$ cat src/rtl/path_replayer_pkg.sv
// Shared types for the path replayer: direction codes, FSM states, default move width.
package path_replayer_pkg;

  localparam int unsigned MOVE_W_DEFAULT = 2;

  typedef enum logic [1:0] {
    DirUp    = 2'd0,
    DirRight = 2'd1,
    DirDown  = 2'd2,
    DirLeft  = 2'd3
  } dir_e;

  typedef enum logic [1:0] {
    StIdle,
    StCollect,
    StReplay,
    StFinish
  } state_e;

endpackage

$ cat src/rtl/path_stack_mem.sv
// Move store: DEPTH x MOVE_W register array, one synchronous write port, one async read port.
module path_stack_mem
  import path_replayer_pkg::*;
#(
  parameter int unsigned DEPTH  = 256,
  parameter int unsigned MOVE_W = MOVE_W_DEFAULT
) (
  input  logic                       clk_i,
  input  logic                       wr_en_i,
  input  logic [$clog2(DEPTH)-1:0]   wr_addr_i,
  input  logic [MOVE_W-1:0]          wr_data_i,
  input  logic [$clog2(DEPTH)-1:0]   rd_addr_i,
  output logic [MOVE_W-1:0]          rd_data_o
);

  logic [MOVE_W-1:0] mem_q [DEPTH];

  // Contents are don't-care after reset, so the array carries no reset.
  always_ff @(posedge clk_i) begin
    if (wr_en_i) begin
      mem_q[wr_addr_i] <= wr_data_i;
    end
  end

  assign rd_data_o = mem_q[rd_addr_i];

endmodule

$ cat src/rtl/path_replayer.sv
// Mirrors the solver's move stack, then replays it bottom-first with absolute coordinates.
// Optional PATH_CHECKSUM_EN adds an 8-bit rotate/xor checksum of the replayed positions.
module path_replayer
  import path_replayer_pkg::*;
#(
  parameter int unsigned DEPTH   = 256,
  parameter int unsigned MOVE_W  = MOVE_W_DEFAULT,
  parameter int unsigned COORD_W = 4
) (
  input  logic                     clk,
  input  logic                     rst,
  input  logic                     start,
  input  logic                     push,
  input  logic                     poping,
  input  logic [MOVE_W-1:0]        move_in,
  input  logic                     done,
  output logic                     out_valid,
  input  logic                     out_ready,
  output logic [MOVE_W-1:0]        out_move,
  output logic [COORD_W-1:0]       out_x,
  output logic [COORD_W-1:0]       out_y,
  output logic                     out_last,
  output logic                     replay_done,
  output logic                     busy,
  output logic                     overflow,
`ifdef PATH_CHECKSUM_EN
  output logic [7:0]               checksum,
`endif
  output logic [$clog2(DEPTH):0]   path_len
);

  localparam int unsigned AW   = $clog2(DEPTH);
  localparam int unsigned SP_W = AW + 1;

  state_e             state_q, state_d;
  logic [SP_W-1:0]    sp_q, sp_d, rd_q, rd_d, sp_m1;
  logic [COORD_W-1:0] x_q, x_d, y_q, y_d, nx, ny;
  logic               ovf_q, ovf_d;
  logic               wr_en;
  logic [AW-1:0]      wr_addr;
  logic [MOVE_W-1:0]  rd_move;
  logic               in_replay, last_beat;

  path_stack_mem #(
    .DEPTH  (DEPTH),
    .MOVE_W (MOVE_W)
  ) u_mem (
    .clk_i     (clk),
    .wr_en_i   (wr_en),
    .wr_addr_i (wr_addr),
    .wr_data_i (move_in),
    .rd_addr_i (rd_q[AW-1:0]),
    .rd_data_o (rd_move)
  );

  assign sp_m1     = sp_q - SP_W'(1);
  assign in_replay = (state_q == StReplay);
  assign last_beat = in_replay && (rd_q == sp_m1);

  always_comb begin
    nx = x_q;
    ny = y_q;
    unique case (dir_e'(rd_move[1:0]))
      DirUp:    ny = y_q - COORD_W'(1);
      DirRight: nx = x_q + COORD_W'(1);
      DirDown:  ny = y_q + COORD_W'(1);
      DirLeft:  nx = x_q - COORD_W'(1);
    endcase
  end

  always_comb begin
    state_d = state_q;
    sp_d    = sp_q;
    rd_d    = rd_q;
    x_d     = x_q;
    y_d     = y_q;
    ovf_d   = ovf_q;
    wr_en   = 1'b0;
    wr_addr = sp_q[AW-1:0];
    unique case (state_q)
      StIdle: begin
        if (start) begin
          state_d = StCollect;
          sp_d    = '0;
          ovf_d   = 1'b0;
          x_d     = '0;
          y_d     = '0;
        end
      end
      StCollect: begin
        if (push && poping && (sp_q != '0)) begin
          wr_en   = 1'b1;
          wr_addr = sp_m1[AW-1:0];
        end else if (push) begin
          if (sp_q < SP_W'(DEPTH)) begin
            wr_en = 1'b1;
            sp_d  = sp_q + SP_W'(1);
          end else begin
            ovf_d = 1'b1;
          end
        end else if (poping && (sp_q != '0)) begin
          sp_d = sp_m1;
        end
        // A restart wins over a same-cycle done.
        if (start) begin
          sp_d  = '0;
          ovf_d = 1'b0;
          x_d   = '0;
          y_d   = '0;
        end else if (done) begin
          rd_d    = '0;
          state_d = (sp_d != '0) ? StReplay : StFinish;
        end
      end
      StReplay: begin
        if (out_ready) begin
          x_d  = nx;
          y_d  = ny;
          rd_d = rd_q + SP_W'(1);
          if (last_beat) begin
            state_d = StFinish;
          end
        end
      end
      StFinish: state_d = StIdle;
      default:  state_d = StIdle;
    endcase
  end

  always_ff @(posedge clk or negedge rst) begin
    if (!rst) begin
      state_q <= StIdle;
      sp_q    <= '0;
      rd_q    <= '0;
      x_q     <= '0;
      y_q     <= '0;
      ovf_q   <= 1'b0;
    end else begin
      state_q <= state_d;
      sp_q    <= sp_d;
      rd_q    <= rd_d;
      x_q     <= x_d;
      y_q     <= y_d;
      ovf_q   <= ovf_d;
    end
  end

  assign out_valid   = in_replay;
  assign out_move    = in_replay ? rd_move : '0;
  assign out_x       = in_replay ? nx : '0;
  assign out_y       = in_replay ? ny : '0;
  assign out_last    = last_beat;
  assign replay_done = (state_q == StFinish);
  assign busy        = (state_q != StIdle);
  assign overflow    = ovf_q;
  assign path_len    = sp_q;

`ifdef PATH_CHECKSUM_EN
  logic [7:0]             chk_q, chk_d;
  logic [2*COORD_W+7:0]   xy_ext;

  assign xy_ext = {8'd0, out_x, out_y};

  always_comb begin
    chk_d = chk_q;
    if (start && ((state_q == StIdle) || (state_q == StCollect))) begin
      chk_d = '0;
    end else if (in_replay && out_ready) begin
      chk_d = {chk_q[6:0], chk_q[7]} ^ xy_ext[7:0];
    end
  end

  always_ff @(posedge clk or negedge rst) begin
    if (!rst) begin
      chk_q <= '0;
    end else begin
      chk_q <= chk_d;
    end
  end

  assign checksum = chk_q;
`endif

endmodule

$ cat config.mk
export PLATFORM = sky130hd
export DESIGN_NAME = path_replayer
export DESIGN_NICKNAME = d
export VERILOG_FILES = /design/src/rtl/path_replayer_pkg.sv /design/src/rtl/path_stack_mem.sv /design/src/rtl/path_replayer.sv
export SDC_FILE = /design/constraint.sdc
export NUM_CORES = 1
export LEC_CHECK = 0
export ABC_AREA = 1
export CAP_MARGIN = 5
export CORE_ASPECT_RATIO = 0.9
export CORE_MARGIN = 1
export CORE_UTILIZATION = 55
export CTS_BUF_LIST = sky130_fd_sc_hd__clkbuf_8
export DETAILED_ROUTE_END_ITERATION = 8
export PLACE_DENSITY = 0.71
export SETUP_SLACK_MARGIN = 0.4
export SYNTH_ARGS = -nofsm -noshare
export SYNTH_HDL_FRONTEND = slang
export SYNTH_SLANG_ARGS = --single-unit
export TNS_END_PERCENT = 5
$ cat constraint.sdc
create_clock -name clk -period 4.1 [get_ports clk]
set_input_delay 0.615 -clock clk [delete_from_list [all_inputs] [get_ports clk]]
set_output_delay 0.615 -clock clk [all_outputs]
set_load 0.1 [all_outputs]
# After elaboration in Yosys (flattened, before gate mapping)
# Memory sizes are Yosys's and may differ from the RTL's.
# Index checks and enable logic that the tools add are counted.
[op_classes]
reduce_logical = 18
shift = 0
n_addsub = 7
magnitude_cmp = 1
eq_ne = 16
mux = 43
bitwise_logic = 0
div = 0
n_mul = 0
[op_table]
columns = ["op", "count"]
rows = [
  ["$mux W9", 10],
  ["$pmux W9 S2", 2],
  ["$pmux W4 S2", 4],
  ["$mux W4", 5],
  ["$add A9 B1 Y9 const B", 2],
  ["$reduce_bool A9 Y1", 2],
  ["$mux W8", 2],
  ["$mux W1", 12],
  ["$mux W2", 6],
  ["$ne A2 B2 Y1 const B", 5],
  ["$reduce_and A5 Y1", 2],
  ["$eq A9 B9 Y1", 1],
  ["$lt A9 B9 Y1 const B", 1],
  ["$ne A3 B3 Y1 const B", 3],
  ["$sub A9 B1 Y9 const B", 1],
  ["$add A4 B1 Y4 const B", 2],
  ["$eq A2 B2 Y1 const B", 4],
  ["$pmux W2 S4", 1],
  ["$reduce_bool A2 Y1", 4],
  ["$sub A4 B1 Y4 const B", 2],
  ["$eq A2 B1 Y1 const B", 2],
  ["$logic_and A1 B1 Y1", 4],
  ["$logic_not A2 Y1", 2],
  ["$reduce_and A4 Y1", 1],
  ["other kinds (5)", 5],
]
[totals]
mem_bits_ro = 0
wordCells = 92
memories = 1
ram_bits = 512
latch_bits = 0
output_inout_bits = 24
in_bits = 9
regBits = 29
[memory_table]
columns = ["name", "words", "word_bits", "rd", "rd_ports_with_merged_regs", "write_ports", "line_no", "source"]
rows = [
  ["u_mem.mem_q", 256, 2, 1, 0, 1, "path_stack_mem.sv:16", "logic [MOVE_W-1:0] mem_q [DEPTH];"],
]

# Depth between registers and ports, before layout
# Gate-level depths: netlist (run 1).
[depth]
word_depth = 11
depth_mapped = 32
ltp_nobuf = 29

# Cells and area by module
# A second synthesis (run 1) with hierarchy kept.
[unflattened]
hier_cells = 2477
area_unflattened_um2 = 24806.3
[modules_own_cells]
columns = ["module", "cells_per_inst", "seq_area_each_um2", "area_each_um2", "instances"]
rows = [
  ["path_stack_mem", 2053, 15374.7, 22086.2, 1],
  ["path_replayer", 424, 725.7, 2720.1, 1],
]

# Least setup slack after synthesis (run 1)
# No wires, ideal clock.
[synth_path]
kind = "reg-to-output"
start = "reg rd_q[0]"
end = "out out_y[3]"
path_buffers = 4
path_slack_ns = -0.813
required_ns = 3.485
arrival_ns = 4.298
path_stages_with_launch = 27
path_cell_list = "dfrtp_1 buf_6 inv_6 buf_6 buf_2 nand2_1 nand3_1 nand3_1 nand3_1 nand2_1 nand2_1 nand2_1 nor2_1 nand2_1 nand3_1 nand2_2 buf_6 inv_2 nand2_1 ha_1 nand2_1 nor2_1 a211oi_1 a21oi_1 o21ai_1 o21ai_1 a21oi_1"
[synth_between]
elab_chain_cells = 4
[synth_rtl]
columns = ["element", "line_no", "source"]
rows = [
  ["start: declaration", "path_replayer.sv:36", "logic [SP_W-1:0] sp_q, sp_d, rd_q, rd_d, sp_m1;"],
  ["start signal: assignment", "path_replayer.sv:141", "rd_q <= rd_d;"],
  ["$mem_v2 Z256 W2 (*)", "n/a", ""],
  ["$eq A2 B2 Y1 / $logic_not A2 Y1 (equally long branches)", "path_replayer.sv:63", "unique case (dir_e'(rd_move[1:0]))"],
  ["$pmux W4 S2 (*)", "path_replayer.sv:63", ""],
  ["$mux W4 (*)", "path_replayer.sv:151", "assign out_y = in_replay ? ny : '0;"],
  ["end: declaration", "path_replayer.sv:21", "output logic [COORD_W-1:0] out_y,"],
]
# Every way passes the cells marked *; elsewhere a longest branch is shown, timed or not.

# Worst setup path in the final report (run 1)
# Ends and elaborated chain as after synthesis.

==> results.txt, run 1 <==
Cell taking the most area after synthesis - edfxtp_1
Post-DP Area - 0.02671 mm²
Placed cells - 3,212
Leak - 11.18 nW
Grt met1 use - 0.3900
Utilization after layout - 0.6494
Final min period - 4.774 ns
Final global-route overflow total - 0
Die W - 227.0 µm
Antenna violations before repair - 0
Layout area overhead - 15.54%
HP Start - move_in[1]
Iteration-0 DRC Markers - 1,965
Sequential share of the synthesized area - 0.6427
Worst Hold Depth - 1
Number of global-route vias before repair - 18,310
Mux share of post-synthesis cell area - 0
Worst-Margin Slew - 1.123 ns
Hold Crit Endpoint - u_mem.mem_q[86][1]
Post-Synth XOR/XNOR Area - 0.003496
Die Y - 204.5 µm
Crit path DAT - 4.16 ns
# diodes - 0
Outcome - finished with violations
R2R Path Start - rd_q[0]
Gate Count Post-Synth - 2,601
Die area - 0.04641 mm²
H-tree lvl count - 3
Synth async-reset ratio - 0.05360
Synthesized net count - 2,623
Via Count - 18,970
Skew final - 0.03396 ns
Core box area - 0.04457 mm²
Top cells by area, synth - edfxtp_1 61%, nand2_1 9.3%, nor2_1 8.4%, nand3_1 3.5%, inv_1 3.3%
Synth Area in Adders - 0.006792
Largest net degree at the start of global routing - 103
Busiest grt layer - met2
Fmax - 209.5 MHz
Global-route wire length before repair - 101.4 mm
Maximum vdd drop - 398.0 µV
Met3 usage - 0.06009
Cell area power density - 625.4 mW/mm²
Worst skew pair latency - 0.69 ns
Post-route setup slack - -0.6738 ns
Starting Density - 0.5621
CTS Sinks - 541
Clock Root Buffer - clkbuf_8
Mapped Area - 0.02505 mm²
GR Util met2 - 0.4731
Pre-antenna DRT Iters - 6
TritonCTS clock tree - built
Setup CP Type - reg -> out
Worst-path fanout max - 6
Main combinational cell family by area after synthesis - simple AND/OR/NAND/NOR gates
Fin cells - 3,394
Post-synth EDFFs - 512
# fillers - 3,555
Failing checks - setup timing
DP HPWL - 40.03 mm
Top Ports - 33
Layout cells sized above 1 - 0.1238
Worst reg-to-reg setup slack - 0.56 ns
Hold Vio Cnt, Final - 0
Final #Nets - 2,750
Endpoint class of the critical path - output pin
Vias per Instance - 5.590
Synth Area in Compound Gates - 0.05953
Hold crit path type - in -> reg
RSZ-0062 raised after global routing - true
DRC - 0
WP data required - 3.48 ns
Total wire length - 66.79 mm
Clk buf depth - 3
Commonest non-fill, non-tap cell in the layout - nand2_1
Final ANT Viol Nets - 0
Top_reg_cell synth - edfxtp_1
Top cell type's share of synthesized area - 0.6137
Final Cell Area - 0.02895 mm²
Max-Cap Viols - 0
TritonCTS Buffers - 89
# hold bufs at CTS - 0
Slew margin rel. - 0.2488
R2R cell count - 26
Final setup vio count - 8
Crit-path max cell delay - 0.54 ns
Port bufs - 32
Slowest CP cell - dfrtp_4
Reg-to-reg endpoint - y_q[3]
Post-Syn Area per Cell - 9.632 µm²
DR WL/cell - 19.68 µm
CP startpoint kind - flip-flop
Post-synthesis simple-gate area fraction - 0.2221
Total track usage - 0.2913
Post-route clock period utilization - 1.164
Synthesized flop and latch total - 541
Distinct cell type count after synthesis - 46
Final Max Slew Viols - 0
Most frequent cells in the layout - 608 x nand2_1, 548 x nor2_1, 512 x edfxtp_1, 237 x inv_1, 170 x nand3_1
Final GP Congestion - 0.9341
Synthesis Warnings - 0
Standard-cell rows - 73
Clk slew on worst S/H paths - 0.07 ns
## per-stage QoR
| stage | hold WS (ns) | worst slack (ns) | setup TNS, ns | power (W) |
|---|---|---|---|---|
| floorplan | 0.3194 | 0.1828 | 0 | 0.01097 |
| global placement | 0.4688 | 0.05614 | 0 | 0.01305 |
| CTS | 0.4228 | -0.6562 | -3.153 | 0.01770 |
| finish | 0.4330 | -0.6738 | -3.164 | 0.01810 |
| global route | 0.4453 | -0.8538 | -4.755 | 0.01900 |
| detailed placement | 0.4712 | -0.01689 | -0.01689 | 0.01311 |
## final cells by class
| cell class | count | area [µm²] | share of cell area |
|---|---|---|---|
| tap | 600 | 750.7 | 0.02594 |
| clock buffer | 91 | 1252 | 0.04327 |
| clock inverter | 66 | 344.1 | 0.01189 |
| inverter | 231 | 889.6 | 0.03073 |
| multi-input combinational | 1690 | 7562 | 0.2613 |
| timing repair buffer | 175 | 2037 | 0.07037 |
| sequential | 541 | 16110 | 0.5565 |
## worst max path at each step
stage	slack [ns]	endpoint	depth (start not counted)	startpoint
2_1_floorplan	0.18	out_y[1]	19	rd_q[0]
3_3_place_gp	0.06	out_y[3]	24	rd_q[1]
3_5_place_dp	-0.02	out_y[3]	26	rd_q[0]
4_1_cts	-0.66	out_y[3]	21	rd_q[0]
5_1_grt	-0.85	out_y[3]	27	rd_q[0]
6_report	-0.67	out_y[3]	25	rd_q[0]
## Yosys cell counts, types with 2 or more instances
cell and instances:
nand2_1 621, nor2_1 560, edfxtp_1 512, inv_1 220
nand3_1 174, o21ai_0 136, buf_2 61, a21oi_1 43
o21ai_1 43, clkbuf_1 40, dfrtp_1 29, o211ai_1 27
buf_4 23, nor3_1 17, ha_1 12, buf_6 11
o22ai_1 11, xor2_1 9, inv_2 7, buf_1 4
clkinv_1 3, nand2_2 3, nor3_2 3, nor3b_1 3
nor4_1 3, a31oi_1 2, nand2_4 2, nand3_2 2
o31ai_1 2, or2_2 2
## registers in the layout, indices dropped and copies added, names as in the netlist
register / count
y_q: 4
u_mem.mem_q: 512
path_len: 9
x_q: 4
rd_q: 9
state_q: 2
overflow: 1
## worst max-delay path, delay by kind of cell, from the launching register on
kind | cells | cell delay (ns)
AO/OA/AOI/OAI | 5 | 0.68
adder cells (fa/ha/maj) | 1 | 0.24
buffers and inverters | 8 | 1.20
flip-flops | 1 | 0.54
AND/OR/NAND/NOR | 11 | 0.79
## what timing repair did
action	4_1_cts	5_1_grt
buffers inserted	9	11
pin swaps	21	25
gates cloned	3	2
gates resized for setup	43	45
endpoints found under the setup margin	11	14
## routing by layer
metal	vias up	part of all wire
met4	0	0.030
met3	153	0.098
met2	902	0.47
li1	8879	-
met1	9038	0.40
met5	-	0
## report_power, final
part | switching, W | leakage [nW] | internal, W
logic | 0.00500 | 5.28 | 0.00250
clock network | 0.00214 | 0.906 | 0.00219
registers | 0.000127 | 4.99 | 0.00615
## logic make-up (layout without fill, tap and decap cells)
group / count (synthesis) / count (layout)
fa+ha+maj: 13 / 13
simple gates: 1394 / 1394
buf+inv: 370 / 563
xor+xnor: 10 / 10
flops: 541 / 541
compound gates: 273 / 273
No activity file was read; power rests on OpenSTA's default activity.
==> run 2, diff against run 1 <==
- CORE_MARGIN: 1 -> 3
- PLACE_DENSITY: 0.71 -> 0.75
==> run 2 against run 1 <==
Net effect:
- the flow still finishes with violations (setup timing)
- clock skew shrank 0.0085 ns
- register-to-register slack got worse by 0.05 ns
- sequential power barely moved
- clock power decreased by 6.2%
==> results.txt, run 2 (same netlist as run 1, synthesis figures left out) <==
Outcome - finished with violations
Failing checks - setup timing
Antenna violations before repair - 0
Port bufs - 32
Final setup vio count - 7
Final GP Congestion - 0.9054
Max FFs per register - 512
Die area - 0.04815 mm²
DRC - 0
Clk slew on worst S/H paths - 0.07 ns
Final global-route overflow total - 0
Die Y - 208.5 µm
Total wire length - 68.47 mm
CP startpoint kind - flip-flop
DP HPWL - 39.88 mm
TritonCTS Buffers - 85
Hold Vio Cnt, Final - 0
Pre-antenna DRT Iters - 6
Max-Cap Viols - 0
Busiest grt layer - met2
Top Ports - 33
Hold slack - 0.3746 ns
Worst skew pair latency - 0.66 ns
H-tree lvl count - 3
# hold bufs at CTS - 0
Via Count - 19,480
Largest net degree at the start of global routing - 114
Vias per Instance - 5.742
Global-route wire length before repair - 100.5 mm
Setup CP Type - reg -> out
Slew margin rel. - 0.2600
Worst-Margin Slew - 1.106 ns
Final ANT Viol Nets - 0
Leak - 11.24 nW
Layout cells sized above 1 - 0.1225
Post-route clock period utilization - 1.169
Post-route setup slack - -0.6927 ns
Die W - 231.0 µm
Clock Root Buffer - clkbuf_8
Crit path DAT - 4.18 ns
Core box area - 0.04457 mm²
DR WL/cell - 20.18 µm
Worst-path fanout max - 12
Met3 usage - 0.06531
Cell area power density - 616.6 mW/mm²
Grt met1 use - 0.3692
Number of global-route vias before repair - 18,480
Final min period - 4.793 ns
Endpoint class of the critical path - output pin
CTS Sinks - 541
Setup TNS - -3.065 ns
RSZ-0062 raised after global routing - true
Maximum vdd drop - 373.6 µV
Fmax - 208.7 MHz
Clk buf depth - 3
WP data required - 3.48 ns
Layout area overhead - 15.75%
Most flop-heavy register - u_mem.mem_q
Final #Nets - 2,752
Total track usage - 0.2694
Utilization after layout - 0.6506
Standard-cell rows - 73
Most frequent cells in the layout - 602 x nand2_1, 549 x nor2_1, 512 x edfxtp_1, 243 x inv_1, 172 x nand3_1
GR Util met2 - 0.4236
TritonCTS clock tree - built
Final Max Slew Viols - 0
Commonest non-fill, non-tap cell in the layout - nand2_1
Final total power - 0.01788 W
Starting Density - 0.5621
Skew final - 0.02543 ns
Hold crit path type - in -> async
Iteration-0 DRC Markers - 2,749
## run 2: per-layer routing
metal	up-vias	routed length, µm
met1	9337	26790
met2	1103	31770
li1	8870	-
met4	0	2111
met5	-	0
met3	173	7804
## run 2: report_power, final
group          total (W)  internal [W]  switching (W)  leakage (nW)
registers        0.00626       0.00614       0.000116          4.99
clock network    0.00407       0.00203        0.00205         0.868
logic            0.00754       0.00254        0.00501          5.38
total             0.0179        0.0107        0.00717          11.2
## run 2: repair_timing
action | in CTS | in global routing
endpoints found under the setup margin | 11 | 23
cloned | 0 | 15
gates resized for setup | 14 | 74
pin swaps | 1 | 25
setup buffers | 0 | 10
## run 2: worst max-delay path: stages, from the launching register on
cell	delay [ns]
dfrtp_4	0.51
buf_12	0.17
clkinv_16	0.09
buf_16	0.16
buf_12	0.14
nor2_1	0.05
nor2_1	0.12
o21ai_0	0.11
a21oi_1	0.13
nor2_1	0.06
nand2_1	0.07
nand3_1	0.13
nand2_2	0.12
nand3_2	0.11
nand2_4	0.12
nand2_8	0.07
ha_4	0.26
nand2_2	0.07
nor2_2	0.03
a211oi_2	0.28
buf_4	0.16
o21ai_2	0.05
buf_4	0.14
a21oi_4	0.14
buf_12	0.19
## run 2: layout make-up
cell class | instances | area [µm²]
multi-input combinational | 1690 | 7561
timing repair inverter | 1 | 8.758
tap | 600 | 750.7
inverter | 231 | 903.4
antenna | 2 | 5.005
clock inverter | 61 | 282.8
fill | 3466 | 15570
clock buffer | 87 | 1197
timing repair buffer | 180 | 2180
sequential | 541 | 16110
## run 2: stage by stage
stage,setup WS [ns],cells,instance area (µm²)
floorplan,0.1828,2601,25130
global placement,-0.04208,3218,26770
detailed placement,-0.06926,3218,26770
CTS,-0.6659,3366,28300
global route,-0.8904,3391,28990
finish,-0.6927,3393,29000
## run 2: final timing paths
| kind | startpoint | to | cells past startpoint | slack [ns] |
|---|---|---|---|---|
| worst max-delay path | rd_q[0] | out_y[3] | 24 | -0.69 |
| worst min-delay path | rst | path_len[0] | 2 | 0.37 |
| worst max register to register | rd_q[0] | y_q[3] | 25 | 0.51 |
| worst min register to register | x_q[3] | x_q[3] | 2 | 0.49 |
| max in group asynchronous | rst | rd_q[0] | 2 | 3.38 |
| min in group clk | x_q[3] | x_q[3] | 2 | 0.49 |
